===== config.mk =====
export PLATFORM = sky130hd
export DESIGN_NAME = mod_addsub_pipe_flat
export DESIGN_NICKNAME = d
export VERILOG_FILES = /design/src/rtl/mod_addsub_pipe_pkg.sv /design/src/rtl/mod_addsub_pipe_if.sv /design/src/rtl/mod_addsub_pipe_cand.sv /design/src/rtl/mod_addsub_pipe.sv /design/src/flat_wrapper.sv
export SDC_FILE = /design/constraint.sdc
export NUM_CORES = 1
export LEC_CHECK = 0
export ABC_AREA = 1
export CORE_ASPECT_RATIO = 1.5
export CORE_UTILIZATION = 51
export CTS_CLUSTER_SIZE = 20
export DETAILED_ROUTE_END_ITERATION = 10
export PLACE_DENSITY = 0.77
export REMOVE_ABC_BUFFERS = 1
export SLEW_MARGIN = 15
export SYNTH_ARGS = -nofsm -noshare
export SYNTH_HDL_FRONTEND = slang
export SYNTH_HIERARCHICAL = 1
export SYNTH_SLANG_ARGS = --single-unit

===== constraint.sdc =====
create_clock -name clk -period 2.35 [get_ports clk]
set_clock_uncertainty 0.05 [all_clocks]
set_input_delay 0.47 -clock clk [delete_from_list [all_inputs] [get_ports clk]]
set_output_delay 0.47 -clock clk [all_outputs]
set_load 0.01 [all_outputs]

===== src/rtl/mod_addsub_pipe_pkg.sv =====
// Shared op encoding and helpers for the modular add/sub pipeline.
// Package mod_arith_pkg: op_e (OP_ADD/OP_SUB), clog2().
package mod_arith_pkg;

  typedef enum logic {
    OP_ADD = 1'b0,
    OP_SUB = 1'b1
  } op_e;

  function automatic int clog2(input int v);
    int r;
    int x;
    r = 0;
    x = v - 1;
    while (x > 0) begin
      r = r + 1;
      x = x >> 1;
    end
    return r;
  endfunction

endpackage


===== src/rtl/mod_addsub_pipe_if.sv =====
// Operand/result stream bundle for mod_addsub_pipe.
// in_* : operand beat (valid/ready), out_* : result beat (valid/ready).
interface mod_addsub_pipe_if
  import mod_arith_pkg::*;
#(
  parameter int W     = 5,
  parameter int TAG_W = 4
);
  logic             in_valid;
  logic             in_ready;
  op_e              in_op;
  logic [W-1:0]     in_a;
  logic [W-1:0]     in_b;
  logic [TAG_W-1:0] in_tag;
  logic             out_valid;
  logic             out_ready;
  logic [W-1:0]     out_res;
  logic [TAG_W-1:0] out_tag;
  logic             out_err;

  modport slave (
    input  in_valid, in_op, in_a, in_b, in_tag,
    input  out_ready,
    output in_ready,
    output out_valid, out_res, out_tag, out_err
  );

  modport master (
    output in_valid, in_op, in_a, in_b, in_tag,
    output out_ready,
    input  in_ready,
    input  out_valid, out_res, out_tag, out_err
  );
endinterface


===== src/rtl/mod_addsub_pipe_cand.sv =====
// Candidate generation: c0/c1 for modular add/sub, W+2-bit signed.
// Ports: i_a, i_b (W), i_op (op_e) -> o_c0, o_c1 (signed W+2).
module mod_addsub_cand
  import mod_arith_pkg::*;
#(
  parameter int MODULUS = 17,
  parameter int W       = 5
) (
  input  logic [W-1:0]        i_a,
  input  logic [W-1:0]        i_b,
  input  op_e                 i_op,
  output logic signed [W+1:0] o_c0,
  output logic signed [W+1:0] o_c1
);
  localparam logic signed [W+1:0] LP_M =
    (W+2)'(MODULUS);

  logic signed [W+1:0] w_a;
  logic signed [W+1:0] w_b;

  assign w_a = signed'({2'b00, i_a});
  assign w_b = signed'({2'b00, i_b});

  always_comb begin
    o_c0 = w_a + w_b;
    o_c1 = w_a + w_b - LP_M;
    if (i_op == OP_SUB) begin
      o_c0 = w_a - w_b + LP_M;
      o_c1 = w_a - w_b;
    end
  end
endmodule


===== src/rtl/mod_addsub_pipe.sv =====
// Pipelined modular adder/subtractor, 3 stages, global stall.
// Ports: clk, rst (async high), bus (mod_addsub_pipe_if.slave).
// Optional MOD_RANGE_CHECK_EN: flags operands >= MODULUS via out_err.
module mod_addsub_pipe
  import mod_arith_pkg::*;
#(
  parameter int MODULUS = 17,
  parameter int TAG_W   = 4
) (
  input  logic              clk,
  input  logic              rst,
  mod_addsub_pipe_if.slave  bus
);
  localparam int W = clog2(MODULUS);

  logic w_adv;
  logic w_acc;
  logic w_rng_err;

  logic             r_v1;
  op_e              r_op1;
  logic [W-1:0]     r_a1;
  logic [W-1:0]     r_b1;
  logic [TAG_W-1:0] r_tag1;
  logic             r_err1;

  logic                r_v2;
  logic signed [W+1:0] r_c0_2;
  logic signed [W+1:0] r_c1_2;
  logic [TAG_W-1:0]    r_tag2;
  logic                r_err2;

  logic             r_v3;
  logic [W-1:0]     r_res3;
  logic [TAG_W-1:0] r_tag3;
  logic             r_err3;

  logic signed [W+1:0] w_c0;
  logic signed [W+1:0] w_c1;
  logic signed [W+1:0] w_sel;
  logic                w_unused;

  // whole pipe moves together; a held output freezes every stage
  assign w_adv = bus.out_ready | ~r_v3;
  assign w_acc = bus.in_valid & w_adv;
  assign bus.in_ready = w_adv;

`ifdef MOD_RANGE_CHECK_EN
  localparam logic [W:0] LP_MR = (W+1)'(MODULUS);
  assign w_rng_err = ({1'b0, bus.in_a} >= LP_MR) |
                     ({1'b0, bus.in_b} >= LP_MR);
`else
  assign w_rng_err = 1'b0;
`endif

  always_ff @(posedge clk or posedge rst) begin
    if (rst) begin
      r_v1   <= 1'b0;
      r_op1  <= OP_ADD;
      r_a1   <= '0;
      r_b1   <= '0;
      r_tag1 <= '0;
      r_err1 <= 1'b0;
    end else if (w_adv) begin
      r_v1   <= w_acc;
      r_op1  <= bus.in_op;
      r_a1   <= bus.in_a;
      r_b1   <= bus.in_b;
      r_tag1 <= bus.in_tag;
      r_err1 <= w_rng_err;
    end
  end

  mod_addsub_cand #(
    .MODULUS (MODULUS),
    .W       (W)
  ) u_cand (
    .i_a  (r_a1),
    .i_b  (r_b1),
    .i_op (r_op1),
    .o_c0 (w_c0),
    .o_c1 (w_c1)
  );

  always_ff @(posedge clk or posedge rst) begin
    if (rst) begin
      r_v2   <= 1'b0;
      r_c0_2 <= '0;
      r_c1_2 <= '0;
      r_tag2 <= '0;
      r_err2 <= 1'b0;
    end else if (w_adv) begin
      r_v2   <= r_v1;
      r_c0_2 <= w_c0;
      r_c1_2 <= w_c1;
      r_tag2 <= r_tag1;
      r_err2 <= r_err1;
    end
  end

  // c1 non-negative means the reduced value is c1, else c0
  assign w_sel = r_c1_2[W+1] ? r_c0_2 : r_c1_2;
  assign w_unused = ^w_sel[W+1:W];

  always_ff @(posedge clk or posedge rst) begin
    if (rst) begin
      r_v3   <= 1'b0;
      r_res3 <= '0;
      r_tag3 <= '0;
      r_err3 <= 1'b0;
    end else if (w_adv) begin
      r_v3   <= r_v2;
      r_res3 <= r_err2 ? '0 : w_sel[W-1:0];
      r_tag3 <= r_tag2;
      r_err3 <= r_err2;
    end
  end

  assign bus.out_valid = r_v3;
  assign bus.out_res   = r_res3;
  assign bus.out_tag   = r_tag3;
  assign bus.out_err   = r_err3;
endmodule


===== src/flat_wrapper.sv =====
// flat-port wrapper written by rule: the top's interface ports become plain ports
module mod_addsub_pipe_flat import mod_arith_pkg::*;
#(
  parameter int MODULUS = 17,
  parameter int TAG_W   = 4
)
  (clk, rst, bus_in_valid, bus_in_op, bus_in_a, bus_in_b, bus_in_tag, bus_out_ready, bus_in_ready, bus_out_valid, bus_out_res, bus_out_tag, bus_out_err);
  mod_addsub_pipe_if #(.W(($clog2((17)))), .TAG_W(TAG_W)) bus_i ();
  input  logic clk;
  input  logic rst;
  input wire logic [$bits(bus_i.in_valid)-1:0] bus_in_valid;
  input wire logic [$bits(bus_i.in_op)-1:0] bus_in_op;
  input wire logic [$bits(bus_i.in_a)-1:0] bus_in_a;
  input wire logic [$bits(bus_i.in_b)-1:0] bus_in_b;
  input wire logic [$bits(bus_i.in_tag)-1:0] bus_in_tag;
  input wire logic [$bits(bus_i.out_ready)-1:0] bus_out_ready;
  output wire logic [$bits(bus_i.in_ready)-1:0] bus_in_ready;
  output wire logic [$bits(bus_i.out_valid)-1:0] bus_out_valid;
  output wire logic [$bits(bus_i.out_res)-1:0] bus_out_res;
  output wire logic [$bits(bus_i.out_tag)-1:0] bus_out_tag;
  output wire logic [$bits(bus_i.out_err)-1:0] bus_out_err;
  assign bus_i.in_valid = bus_in_valid;
  assign bus_i.in_op = bus_in_op;
  assign bus_i.in_a = bus_in_a;
  assign bus_i.in_b = bus_in_b;
  assign bus_i.in_tag = bus_in_tag;
  assign bus_i.out_ready = bus_out_ready;
  assign bus_in_ready = bus_i.in_ready;
  assign bus_out_valid = bus_i.out_valid;
  assign bus_out_res = bus_i.out_res;
  assign bus_out_tag = bus_i.out_tag;
  assign bus_out_err = bus_i.out_err;
  mod_addsub_pipe #(.MODULUS(MODULUS), .TAG_W(TAG_W)) u_core (.clk(clk), .rst(rst), .bus(bus_i));
endmodule

==> out/results.ini, run 1 <==
[synthesis]
yosysWarningCount=6
syn-mean-instance-area_sq_um=7.66
syn_area_sq_mm=0.00245
synthCells=320

[timing]
hold_viol_final=0
fmaxAchievable_mhz=455
relSlewSlack_pct=64.5
tightest_slew_ps=532
min_period_over_period_pct=93.6
rsz0062_at_grt=true
finalMaxSlewViolations=0
setup_ws_ps=151
fin_crit_ps=2200
setup_viol_count_final=0

[status]
status=completed

[placed_design]
portBuffers=29
gp_congestion=0.875
hpwlAfterDp_mm=3.33
pre_cts_ws_ps=112

[critical_path]
worst-path-max-fanout=3
end_kind=flip-flop
path_class=flip-flop to flip-flop
start_kind=flip-flop
worstPathArrival_ps=2320
crit_required_ps=2470

[clock_network]
cts_buffers=5
hold_buffers=0
cts.sinks=42
cts_root_buf=clkbuf_8
clock_latency_ps=300
cts_buffer_depth=2
tritoncts=done
cts_max_level=2
path_clk_slew_ps=80

[layout]
mostFrequentLayoutCells=nand2_1 (124), dfrtp_1 (42), inv_1 (39)
syn2layout_area_growth_pct=18.0
drive_gt1_share_pct=10.3
final_nets=382
final_common_cell=nand2_1
final_core_util_pct=63.2
diodes=0

[global_route]
overflow=0
grt_pass1_wl_mm=8.37
met1_usage_pct=24.0
grt_pass1_vias=2019
grt_use_total_pct=21.8
antenna_found_initial=0
top_usage_layer=met2
met3_usage_pct=3.42
grtUsageMet2_pct=39.3
grt_start_max_net_pins=55

[floorplanning]
fp.dieW_um=58.6
start_util_pct=53.6
die_height_um=86.9
core_area_sq_mm=0.00458
die-area_sq_mm=0.00510
rows=30
pin_count=31

[detailed_routing]
wirelength_mm=4.68
antenna_left=0
via_per_inst=4.92
drt_iter0_markers=119
vias=2036
drc=0
wl_per_cell_um=11.3
firstDrtPassIters=4

[power_and_ir_drop]
netSwitchingPower_uw=1470
seqPwrFrac_pct=32.8
cellLeakagePower_uw=0.00151
vdd_ir_drop_max_v=0.000611
switching_share_pct=41.4
powerDensity_mw_per_mm2=1220
power_frac_comb_pct=51.3
p_int_uw=2070
p_clk_share_pct=15.9

[flow_run]
drv_cap=0

[hold_path]
hold_path_class=flip-flop to flip-flop

## power by group through the flow
stage / combinational (uW) / sequential (uW) / clock [uW]
final: 1820 / 1160 / 563
after global routing: 2080 / 1200 / 606
after CTS: 1760 / 1170 / 583
after detailed placement: 1750 / 1180 / 0
after global placement: 1710 / 1170 / 0
after floorplan: 1210 / 1180 / 0
## layer usage
metal | vias to the layer above | wire [um]
li1 | 1036 | -
met3 | 9 | 115
met4 | 0 | 119
met1 | 957 | 1970
met2 | 34 | 2480
met5 | - | 0
## sequential cells by signal, summed over array words and instances (netlist names)
signal                cells
u_core/r_c0_2             5
u_core/r_c1_2             6
u_core/r_tag1             4
u_core/bus.out_res        5
u_core/r_b1               5
u_core/r_tag2             4
u_core/r_v2               1
u_core/bus.out_tag        4
u_core/r_v1               1
u_core/r_op1              1
u_core/r_a1               5
u_core/bus.out_valid      1
## worst max-delay path: stages, from the launching register on
cell     delay [ps]
dfrtp_1         380
buf_4           140
ha_1            220
fa_1            510
inv_2            50
ha_1            200
inv_1            90
nor2_4           50
o21ai_0         140
o21ai_0         100
nand2_1          70
o21ai_0          70
## worst paths after layout
check                      depth (start not counted)  slack [ps]               endpoint      startpoint
min                                                2         410   u_core/bus.out_valid     u_core/r_v2
max reg2reg                                       11         150       u_core/r_c1_2[2]  u_core/r_a1[0]
max in group asynchronous                          3        1300         u_core/r_a1[0]             rst
max                                               11         150       u_core/r_c1_2[2]  u_core/r_a1[0]
min reg2reg                                        2         410   u_core/bus.out_valid     u_core/r_v2
min in group asynchronous                          3         560  u_core/bus.out_tag[3]             rst
## stage by stage
step / instances / power [uW] / TNS (ps) / cell area (sq um) / hold slack (ps)
floorplan: 308 / 2390 / 0 / 2350 / 370
global placement: 404 / 2880 / 0 / 2760 / 389
detailed placement: 404 / 2930 / 0 / 2760 / 387
CTS: 412 / 3510 / 0 / 2860 / 407
global route: 414 / 3890 / -29.5 / 2890 / 450
finish: 414 / 3540 / 0 / 2890 / 408
## area by class of cell
| cell class | instances | area (sq um) |
|---|---|---|
| timing repair buffer | 34 | 340 |
| sequential | 42 | 1050 |
| clock buffer | 7 | 76.3 |
| tap | 64 | 80.1 |
| inverter | 43 | 164 |
| multi-input combinational | 223 | 1150 |
| fill | 419 | 1690 |
| clock inverter | 1 | 30.0 |
## what timing repair did
action / in CTS / in global routing
setup buffers: 0 / 2
endpoints found under the setup margin: 0 / 1
resized for setup: 0 / 5
Power figures use the tool's default switching activity.
==> run 2, diff against run 1 <==
CORE_ASPECT_RATIO = 0.75   (was 1.5)
GPL_ROUTABILITY_DRIVEN = 0   (was unset)
==> run 2 against run 1 <==
Sequential share of layout area is 0.54 points higher. Register-to-register slack hardly changed. Critical endpoint is now u_core/r_c0_2[4]. Sequential power hardly changed. Hold slack worse by 7.6 ps. Count of clock-buffer cells in the layout fell by 1. Maximum frequency is 0.36% lower. Utilization shrank 0.47 points. Clock power decreased by 0.9%. Routed wire length shrank 6.7%. First-iteration DRC count is 26% lower. Global-route usage down 2.1 points. Worst setup slack worse by 8.0 ps.
==> out/results.ini, run 2 (synthesized netlist as in run 1, its figures left out) <==
[detailed_routing]
drc=0  ; unchanged
wirelength_mm=4.37  ; -6.7%
antenna_left=0  ; unchanged
firstDrtPassIters=4  ; unchanged
drt_iter0_markers=88  ; -26%
vias=1961  ; -3.7%
via_per_inst=4.84  ; -1.5%
wl_per_cell_um=10.8  ; -4.6%

[critical_path]
crit_chain=inv_1, ha_2, inv_2, fa_1, ha_2, inv_2, nor2_2, nand3_2, nand2_2, nand2_1, nor2_1, nor2_1, nand2_1, o21ai_1
crit_required_ps=2470  ; about the same
end_kind=flip-flop
path_class=flip-flop to flip-flop
critPathSlowestCell=fa_1
worst-path-max-fanout=3  ; unchanged
cpPeakStageDelay_ps=550  ; +40 ps
worstPathArrival_ps=2320  ; about the same
start_kind=flip-flop

[timing]
min_period_over_period_pct=93.9  ; +0.34 points
setup_ws_ps=143  ; -8.01 ps
tns_ps=0  ; unchanged
setup_viol_count_final=0  ; unchanged
hold_viol_final=0  ; unchanged
fmaxAchievable_mhz=453  ; -0.36%
fin_crit_ps=2210  ; +8.01 ps
relSlewSlack_pct=66.0  ; +1.5 points
rsz0062_at_grt=true
tightest_slew_ps=509  ; -22.8 ps
finalMaxSlewViolations=0  ; unchanged

[floorplanning]
die-area_sq_mm=0.00509  ; about the same
core_area_sq_mm=0.00455  ; -0.74%
pin_count=31  ; unchanged
fp.dieW_um=82.1  ; +40%
start_util_pct=53.9  ; +0.40 points
die_height_um=62.1  ; -29%
rows=21  ; -30%

[layout]
diodes=0  ; unchanged
regMostFlops=u_core/r_c1_2
seqCellArea_sq_mm=0.00105  ; unchanged
drive_gt1_share_pct=10.1  ; -0.23 points
mostFrequentLayoutCells=nand2_1 (124), dfrtp_1 (42), inv_1 (39)
final_common_cell=nand2_1
nFillCells=412  ; -1.7%
final_nets=380  ; -0.52%
syn2layout_area_growth_pct=16.3
largest_reg_flops=6  ; unchanged
multi_input_area_sq_mm=0.00114  ; -0.87%

[clock_network]
cts_max_level=2  ; unchanged
hold_buffers=0  ; unchanged
cts_buffer_depth=2  ; unchanged
cts_root_buf=clkbuf_8
post_cts_buffers=0  ; unchanged
post_cts_resized=0  ; unchanged
clock_latency_ps=290  ; about the same
tritoncts=done
cts.sinks=42  ; unchanged
cts_buffers=5  ; unchanged
path_clk_slew_ps=80  ; about the same

[global_route]
grt_use_total_pct=19.7  ; -2.1 points
antenna_found_initial=0  ; unchanged
met3_usage_pct=4.82  ; +1.4 points
overflow=0  ; unchanged
grtUsageMet2_pct=29.9  ; -9.4 points
top_usage_layer=met2
met1_usage_pct=27.6  ; +3.6 points
grt_start_max_net_pins=54  ; -1.8%
grt_pass1_wl_mm=7.38  ; -12%
grt_pass1_vias=1665  ; -18%

[placed_design]
hpwlAfterDp_mm=3.18  ; -4.5%
pre_cts_ws_ps=153  ; +41.2 ps
portBuffers=29  ; unchanged

[power_and_ir_drop]
p_clk_share_pct=16.1  ; +0.2 points
netSwitchingPower_uw=1430  ; -2.4%
powerDensity_mw_per_mm2=1210  ; -0.91%
cellLeakagePower_uw=0.00150  ; -1.1%
vdd_ir_drop_max_v=0.000643  ; +5.2%
p_int_uw=2030  ; -2.3%
switching_share_pct=41.4  ; about the same
seqPwrFrac_pct=33.5  ; +0.7 points
power_frac_comb_pct=50.3  ; -1.0 points

[flow_run]
drv_cap=0  ; unchanged

[hold_path]
hold_path_class=flip-flop to flip-flop

[status]
status=completed

## run 2: cell count changes in the layout (fill, tap and decap cells not counted)
| cell | previous run | this run |
|---|---|---|
| ha_2 | 0 | 2 |
| buf_12 | 1 | 0 |
| buf_4 | 4 | 3 |
| clkbuf_1 | 2 | 1 |
| clkinvlp_4 | 0 | 1 |
| fa_1 | 1 | 2 |
| fa_2 | 1 | 0 |
| ha_1 | 11 | 10 |
| ha_4 | 1 | 0 |
| o21ai_0 | 25 | 24 |
| o21ai_1 | 0 | 1 |
## run 2: cell type report
cell class	count	area share, %
Multi-Input combinational cell	223	40.1
Sequential cell	42	36.9
Timing Repair Buffer	32	11.0
Inverter	43	5.75
Clock buffer	6	2.54
Tap cell	57	2.50
Clock inverter	2	1.32
## run 2: worst max-delay path, delay by kind of cell, from the launching register on
family,cells,cell delay (ps)
adder cells (fa/ha/maj),3,910
AO/OA/AOI/OAI,1,60
AND/OR/NAND/NOR,7,470
flip-flops,1,400
buffers and inverters,3,160
## run 2: worst paths after layout
| kind | startpoint | end | slack (ps) | depth (start not counted) |
|---|---|---|---|---|
| worst max register to register | u_core/r_a1[0] | u_core/r_c0_2[4] | 140 | 14 |
| worst min-delay path | u_core/r_v2 | u_core/bus.out_valid | 400 | 2 |
| worst min register to register | u_core/r_v2 | u_core/bus.out_valid | 400 | 2 |
| max in group asynchronous | rst | u_core/r_b1[4] | 1350 | 3 |
| worst max-delay path | u_core/r_a1[0] | u_core/r_c0_2[4] | 140 | 14 |
| min in group asynchronous | rst | u_core/bus.out_tag[1] | 550 | 3 |
## run 2: power groups by stage
stage                     Sequential [uW]  Clock, uW  Combinational (uW)
final                                1160        558                1740
after global placement               1160          0                1680
after CTS                            1160        582                1730
after global routing                 1200        609                2020
after floorplan                      1180          0                1210
after detailed placement             1170          0                1720
## run 2: metal layers
| metal | routed length [um] | share of wire [%] |
|---|---|---|
| met3 | 151 | 3.5 |
| met4 | 36 | 0.82 |
| met5 | 0 | 0 |
| met1 | 2310 | 53 |
| met2 | 1870 | 43 |
## run 2: stage by stage
stage	area [sq um]	util, %	instances	hold WS [ps]	total power [uW]
finish	2850	62.7	405	401	3460
floorplan	2350	-	308	370	2390
global route	2850	62.7	405	439	3830
detailed placement	2740	60.2	397	385	2890
CTS	2850	62.6	405	406	3470
global placement	2740	60.2	397	383	2840
